### src/rtl/rx_packet_parser.sv
// Parses a UART RX byte stream: 4-byte header (opcode, reserved, LEN LSB/MSB), then either
// packs arithmetic payload into little-endian 32-bit words or passes echo payload through.
module rx_packet_parser #(
    parameter logic [7:0] OP_ECHO    = 8'hEC,
    parameter logic [7:0] OP_ADD     = 8'hAD,
    parameter logic [7:0] ARITH_MASK = 8'hA0
) (
    input  logic        clk_i,
    input  logic        rst_ni,
    input  logic [7:0]  s_byte_tdata,
    input  logic        s_byte_tvalid,
    output logic        s_byte_tready,
    output logic        hdr_valid_o,
    input  logic        hdr_ready_i,
    output logic [7:0]  hdr_opcode_o,
    output logic [15:0] hdr_len_o,
    output logic [31:0] m_word_tdata,
    output logic        m_word_tvalid,
    input  logic        m_word_tready,
    output logic        m_word_tlast,
    output logic [7:0]  m_echo_tdata,
    output logic        m_echo_tvalid,
    input  logic        m_echo_tready,
    output logic        m_echo_tlast,
    output logic        err_len_o
);

    typedef enum logic [2:0] {
        StIdle, StRsvd, StLenL, StLenH, StHdr, StAsm, StWout, StEcho
    } state_e;

    state_e      r_state, w_state_next;
    logic [7:0]  r_opcode, w_opcode_next;
    logic [7:0]  r_len_lo, w_len_lo_next;
    logic [15:0] r_remaining, w_remaining_next;
    logic [1:0]  r_byte_idx, w_byte_idx_next;
    logic [31:0] r_word, w_word_next;
    logic        r_err, w_err_next;

    logic        w_byte_tready;
    logic        w_byte_hs;
    logic        w_is_echo;
    logic        w_is_arith;
    logic [15:0] w_len_full;

    assign w_is_echo  = (s_byte_tdata == OP_ECHO);
    assign w_is_arith = (s_byte_tdata[7:4] == ARITH_MASK[7:4]) || (s_byte_tdata == OP_ADD);
    assign w_len_full = {s_byte_tdata, r_len_lo};

    // Echo stalls the source exactly when the echo consumer stalls.
    always_comb begin
        w_byte_tready = 1'b0;
        unique case (r_state)
            StIdle, StRsvd, StLenL, StLenH, StAsm: w_byte_tready = 1'b1;
            StEcho:                                w_byte_tready = m_echo_tready;
            default:                               w_byte_tready = 1'b0;
        endcase
    end

    assign w_byte_hs = s_byte_tvalid && w_byte_tready;

    always_comb begin
        w_state_next     = r_state;
        w_opcode_next    = r_opcode;
        w_len_lo_next    = r_len_lo;
        w_remaining_next = r_remaining;
        w_byte_idx_next  = r_byte_idx;
        w_word_next      = r_word;
        w_err_next       = 1'b0;
        unique case (r_state)
            StIdle: begin
                if (w_byte_hs && (w_is_echo || w_is_arith)) begin
                    w_opcode_next = s_byte_tdata;
                    w_state_next  = StRsvd;
                end
            end
            StRsvd: begin
                if (w_byte_hs) w_state_next = StLenL;
            end
            StLenL: begin
                if (w_byte_hs) begin
                    w_len_lo_next = s_byte_tdata;
                    w_state_next  = StLenH;
                end
            end
            StLenH: begin
                if (w_byte_hs) begin
                    if (w_len_full < 16'd4) begin
                        w_err_next   = 1'b1;
                        w_state_next = StIdle;
                    end else begin
                        w_remaining_next = w_len_full - 16'd4;
                        w_state_next     = StHdr;
                    end
                end
            end
            StHdr: begin
                if (hdr_ready_i) begin
                    if (r_remaining == 16'd0) begin
                        w_state_next = StIdle;
                    end else if (r_opcode == OP_ECHO) begin
                        w_state_next = StEcho;
                    end else begin
                        w_byte_idx_next = 2'd0;
                        w_word_next     = 32'd0;
                        w_state_next    = StAsm;
                    end
                end
            end
            StAsm: begin
                if (w_byte_hs) begin
                    w_word_next[{r_byte_idx, 3'b000} +: 8] = s_byte_tdata;
                    w_remaining_next = r_remaining - 16'd1;
                    w_byte_idx_next  = r_byte_idx + 2'd1;
                    if (r_byte_idx == 2'd3 || r_remaining == 16'd1) w_state_next = StWout;
                end
            end
            StWout: begin
                if (m_word_tready) begin
                    if (r_remaining == 16'd0) begin
                        w_state_next = StIdle;
                    end else begin
                        w_byte_idx_next = 2'd0;
                        w_word_next     = 32'd0;
                        w_state_next    = StAsm;
                    end
                end
            end
            StEcho: begin
                if (w_byte_hs) begin
                    w_remaining_next = r_remaining - 16'd1;
                    if (r_remaining == 16'd1) w_state_next = StIdle;
                end
            end
            default: w_state_next = StIdle;
        endcase
    end

    always_ff @(posedge clk_i or negedge rst_ni) begin
        if (!rst_ni) begin
            r_state     <= StIdle;
            r_opcode    <= 8'd0;
            r_len_lo    <= 8'd0;
            r_remaining <= 16'd0;
            r_byte_idx  <= 2'd0;
            r_word      <= 32'd0;
            r_err       <= 1'b0;
        end else begin
            r_state     <= w_state_next;
            r_opcode    <= w_opcode_next;
            r_len_lo    <= w_len_lo_next;
            r_remaining <= w_remaining_next;
            r_byte_idx  <= w_byte_idx_next;
            r_word      <= w_word_next;
            r_err       <= w_err_next;
        end
    end

    assign s_byte_tready = w_byte_tready;
    assign hdr_valid_o   = (r_state == StHdr);
    assign hdr_opcode_o  = r_opcode;
    assign hdr_len_o     = r_remaining;
    assign m_word_tdata  = r_word;
    assign m_word_tvalid = (r_state == StWout);
    assign m_word_tlast  = (r_state == StWout) && (r_remaining == 16'd0);
    assign m_echo_tvalid = (r_state == StEcho) && s_byte_tvalid;
    assign m_echo_tdata  = (r_state == StEcho) ? s_byte_tdata : 8'd0;
    assign m_echo_tlast  = (r_state == StEcho) && (r_remaining == 16'd1);
    assign err_len_o     = r_err;

endmodule

### config.mk
export PLATFORM = sky130hd
export DESIGN_NAME = rx_packet_parser
export DESIGN_NICKNAME = d
export VERILOG_FILES = /design/src/rtl/rx_packet_parser.sv
export SDC_FILE = /design/constraint.sdc
export NUM_CORES = 1
export LEC_CHECK = 0
export CORE_ASPECT_RATIO = 1.5
export CORE_MARGIN = 5
export CORE_UTILIZATION = 49
export CTS_CLUSTER_DIAMETER = 60
export DETAILED_ROUTE_END_ITERATION = 6
export HOLD_SLACK_MARGIN = 0.08
export PLACE_DENSITY = 0.77
export SETUP_SLACK_MARGIN = 0.5
export SLEW_MARGIN = 5
export SYNTH_ARGS = -nofsm -noshare
export SYNTH_HDL_FRONTEND = slang
export SYNTH_SLANG_ARGS = --single-unit
### constraint.sdc
create_clock -name clk_i -period 2.6 [get_ports clk_i]
set_clock_uncertainty 0.05 [all_clocks]
set_input_delay 0.39 -clock clk_i [delete_from_list [all_inputs] [get_ports clk_i]]
set_output_delay 0.39 -clock clk_i [all_outputs]
set_load 0.05 [all_outputs]
==> impl_results.html <==
<table>
<tr><th>Metric</th><th>Value</th></tr>
<tr><th colspan="2">Timing</th></tr>
<tr><td>Final worst-path cycle share</td><td>86.1%</td></tr>
<tr><td>Shortest clock period the worst path allows after layout</td><td>2.24 ns</td></tr>
<tr><td>Achievable Freq</td><td>447 MHz</td></tr>
<tr><td>Worst-Margin Slew</td><td>0.661 ns</td></tr>
<tr><td>RSZ-0062 raised after global routing</td><td>yes</td></tr>
<tr><td>Final Hold Fails</td><td>0</td></tr>
<tr><td>Slew Limit Headroom</td><td>55.9%</td></tr>
<tr><td>Aggregate negative setup slack</td><td>0 ns</td></tr>
<tr><td># setup viols final</td><td>0</td></tr>
<tr><td>Slew Limit Fails</td><td>0</td></tr>
<tr><th colspan="2">Finish</th></tr>
<tr><td>Filler-free cell count of the finished design</td><td>670</td></tr>
<tr><td>Share of cells above drive strength 1</td><td>23.9%</td></tr>
<tr><td>Post-layout util</td><td>between 70 and 80%</td></tr>
<tr><td>Commonest non-fill, non-tap cell in the layout</td><td>clkdlybuf4s50_1</td></tr>
<tr><td>Post-Layout Inst Area</td><td>6020 um^2</td></tr>
<tr><td>Net count reported at finish</td><td>582</td></tr>
<tr><td>Commonest cells after routing, fill and taps aside</td><td>clkdlybuf4s50_1 (62), dfrtp_1 (61), nand2_1 (56)</td></tr>
<tr><td>Synth-to-Final Area Change</td><td>50.6%</td></tr>
<tr><td>Number of fillers in the final layout</td><td>554</td></tr>
<tr><td>Diodes inserted</td><td>0</td></tr>
<tr><th colspan="2">Yosys</th></tr>
<tr><td>Area contributors post-synth</td><td>dfrtp_1 (44%), mux2i_1 (8.5%), nand2_1 (5.3%)</td></tr>
<tr><td>Unique cell type count in the Yosys netlist</td><td>55</td></tr>
<tr><td>Post-synthesis net count</td><td>456</td></tr>
<tr><td>Synth top area share</td><td>43.8%</td></tr>
<tr><td>Number of warnings printed during yosys synthesis</td><td>0</td></tr>
<tr><td>Largest family of logic cells by synthesized area</td><td>simple AND/OR/NAND/NOR gates</td></tr>
<tr><td>Sequential element share of the synthesized area</td><td>a little over two fifths</td></tr>
<tr><td>Synth Area in Compound Gates</td><td>11.6%</td></tr>
<tr><td>Syn Std Cell Area</td><td>between 3000 and 4000 um^2</td></tr>
<tr><td>Number of register bits inferred by synthesis</td><td>70</td></tr>
<tr><td>Number of flops mapped to enable cells by yosys</td><td>0</td></tr>
<tr><td>Adder-cell area share of the yosys netlist</td><td>2.50%</td></tr>
<tr><td>Number of standard cells after synthesis</td><td>434</td></tr>
<tr><td>Mux share of post-synthesis cell area</td><td>a little under an eighth</td></tr>
<tr><td>Synth Flop Type</td><td>dfrtp_1</td></tr>
<tr><td>XOR/XNOR share of the synthesized area</td><td>roughly 2.4%</td></tr>
<tr><td>Mean area per synthesized cell</td><td>9.21 um^2</td></tr>
<tr><td>Simple-gate share of the synthesized area</td><td>21.0%</td></tr>
<tr><td>Fraction of synthesis flops using an asynchronous set or reset pin</td><td>100%</td></tr>
<tr><td>Library cell occupying the most area in the post-synthesis netlist</td><td>dfrtp_1</td></tr>
<tr><th colspan="2">Critical path</th></tr>
<tr><td>Number of cells traversed by the worst register-to-register path</td><td>10</td></tr>
<tr><td>Setup crit end kind</td><td>primary output</td></tr>
<tr><td>Maximum fanout count along the critical path</td><td>3</td></tr>
<tr><td>Critical path arrival</td><td>1.80 ns</td></tr>
<tr><td>Type of the setup path with the least slack</td><td>reg2out</td></tr>
<tr><td>Sort of element at the start of the critical path</td><td>flop</td></tr>
<tr><td>Worst path required time</td><td>approximately 2.2 ns</td></tr>
<tr><th colspan="2">Pwr</th></tr>
<tr><td>Leakage power summed over all cells</td><td>roughly 2.6 nW</td></tr>
<tr><td>Power, Total</td><td>~0.0076 W</td></tr>
<tr><td>VDD IR-drop max</td><td>between 0.7 and 0.8 mV</td></tr>
<tr><td>Total power per unit cell area</td><td>1260 nW/um^2</td></tr>
<tr><th colspan="2">Die</th></tr>
<tr><td>Starting utilization of the core area</td><td>49.9%</td></tr>
<tr><td>Top Ports</td><td>85</td></tr>
<tr><td>Number of standard-cell rows in the floorplan</td><td>40</td></tr>
<tr><td>Core Region</td><td>approximately 8000 um^2</td></tr>
<tr><td>Overall die area</td><td>10,100 um^2</td></tr>
<tr><td>Floorplan die width</td><td>between 80 and 90 um</td></tr>
<tr><td>Y dimension of the die</td><td>121 um</td></tr>
<tr><th colspan="2">Placed design</th></tr>
<tr><td>Weighted congestion reported at the end of routability-driven placement</td><td>between 0.8 and 0.9</td></tr>
<tr><td># placed instances</td><td>between 600 and 700</td></tr>
<tr><td>Count of buffers inserted at the top-level ports</td><td>84</td></tr>
<tr><td>DP HPWL</td><td>8490 um</td></tr>
<tr><td>Total placed instance area</td><td>5200 um^2</td></tr>
<tr><th colspan="2">GRT</th></tr>
<tr><td>Initial antenna violation count</td><td>0</td></tr>
<tr><td>Overflow left after global routing</td><td>0</td></tr>
<tr><td>Largest net degree at the start of global routing</td><td>44</td></tr>
<tr><td>First-pass GRT wire length</td><td>19,700 um</td></tr>
<tr><td>Global-route usage over all layers</td><td>between 20 and 25%</td></tr>
<tr><td>Vias in the first global route</td><td>3,877</td></tr>
<tr><th colspan="2">Route</th></tr>
<tr><td>Drt first-iter violations</td><td>254</td></tr>
<tr><td>Length of the first detailed-routing pass in iterations</td><td>5</td></tr>
<tr><td>DR DRC count</td><td>0</td></tr>
<tr><td>Total length of routed wires</td><td>12,600 um</td></tr>
<tr><td>DR vias</td><td>approximately 3,800</td></tr>
<tr><td>Number of nets with antenna violations after routing</td><td>0</td></tr>
<tr><td>Average routed wire per standard cell</td><td>18.8 um</td></tr>
<tr><td>Vias per Instance</td><td>roughly 5.7</td></tr>
<tr><th colspan="2">Clock network</th></tr>
<tr><td>Htree depth</td><td>3</td></tr>
<tr><td>Root buffer selected by CTS</td><td>clkbuf_16</td></tr>
<tr><td>Maximum root-to-sink buffer count</td><td>2</td></tr>
<tr><td>Worst-Skew Late Latency</td><td>0.33 ns</td></tr>
<tr><td>Clk slew on worst S/H paths</td><td>approximately 0.06 ns</td></tr>
<tr><td>Clk sinks</td><td>70</td></tr>
<tr><td>TritonCTS clock tree</td><td>done</td></tr>
<tr><td>Cts bufs inserted</td><td>9</td></tr>
<tr><th colspan="2">Hold path</th></tr>
<tr><td>Tightest Hold Check Type</td><td>reg2reg</td></tr>
<tr><td>Cells on Worst Hold Path</td><td>1</td></tr>
<tr><th colspan="2">Job</th></tr>
<tr><td>Maximum Capacitance Violations</td><td>0</td></tr>
<tr><th colspan="2">Run status</th></tr>
<tr><td>Result of the run</td><td>finished clean</td></tr>
</table>
-- Yosys cell counts, types with 3 or more instances --
cell and number:
a21oi_1 16, a22o_1 4, a31oi_1 3, and2_1 5
and3_1 14, buf_2 6, clkbuf_1 17, dfrtp_1 70
ha_1 8, inv_1 40, mux2_1 6, mux2_2 6
mux2i_1 34, nand2_1 56, nand2b_1 4, nand3_1 8
nand3b_1 4, nand4_1 3, nor2_1 21, nor2_2 4
nor2b_1 4, nor3_1 7, nor3b_1 3, nor4_1 4
nor4b_1 4, o21ai_0 12, o21ai_1 19, o22ai_1 6
or3_1 3, xnor2_1 4, xor2_1 7
-- per-layer routing --
layer,GRT usage (%),vias up,wire (um)
met3,4.91,42,689
met4,12.1,0,506
met1,28.1,1892,4710
met5,0,-,0
met2,43.3,167,6690
li1,-,1737,-
-- final timing paths --
check / start / to / slack (ns)
max reg2reg: hdr_len_o[1]$_DFFE_PN0P_ / m_word_tdata[15]$_DFFE_PN0P_ / 0.52
max: hdr_len_o[1]$_DFFE_PN0P_ / m_word_tlast / 0.36
max in group asynchronous: rst_ni / hdr_len_o[1]$_DFFE_PN0P_ / 1.24
min: hdr_opcode_o[7]$_DFFE_PN0P_ / hdr_opcode_o[7]$_DFFE_PN0P_ / 0.46
min reg2reg: hdr_opcode_o[7]$_DFFE_PN0P_ / hdr_opcode_o[7]$_DFFE_PN0P_ / 0.46
min in group asynchronous: rst_ni / m_word_tdata[19]$_DFFE_PN0P_ / 0.58
-- cell type report --
type	instances	area, um^2	share of cell area, %
well taps	105	131	2.18
clock inverters	5	129	2.14
multi-input cells	297	2140	35.5
repair buffers	141	1460	24.3
inverters	41	156	2.60
flip-flops and latches	70	1760	29.3
clock buffers	11	243	4.03
-- state kept, by name, summed over array words and instances, names as in the netlist --
name	count
err_len_o	1
r_byte_idx	2
hdr_len_o	16
m_word_tdata	32
r_state	3
r_len_lo	8
hdr_opcode_o	8
-- worst max-delay path: stages (launching register included) --
cell and delay [ns]:
dfrtp_2 0.42, inv_4 0.08, ha_4 0.13, nor4b_4 0.17
nand4_1 0.24, inv_2 0.14, and2_4 0.16, buf_12 0.13
-- where the power goes --
group	leakage (nW)	switching, W	internal, W
registers	0.910	0.000449	0.00142
clock network	0.180	0.000473	0.00106
logic	1.51	0.00245	0.00173
total	2.60	0.00337	0.00421
-- stage by stage --
stage / hold slack (ns) / setup slack [ns]
CTS: 0.450 / 0.394
finish: 0.456 / 0.361
floorplan: 0.0444 / 0.506
global placement: 0.388 / 0.137
detailed placement: 0.399 / 0.0864
global route: 0.495 / 0.306
-- cells by family after synthesis --
logic type / after synthesis
and+or+nand+nor: 156
muxes: 46
xor gates and xnor gates: 11
adders and majority gates: 8
DFF: 70
AOI/OAI and AO/OA: 75
buffers and inverters: 68
-- what timing repair did --
action	CTS	global route
pin swaps	7	9
gates resized for setup	25	22
endpoints found under the hold margin	27	0
endpoints found under the setup margin	56	69
buffers inserted	18	11
hold buffers	1	0
cloned	0	2
Power figures use the tool's default switching activity.
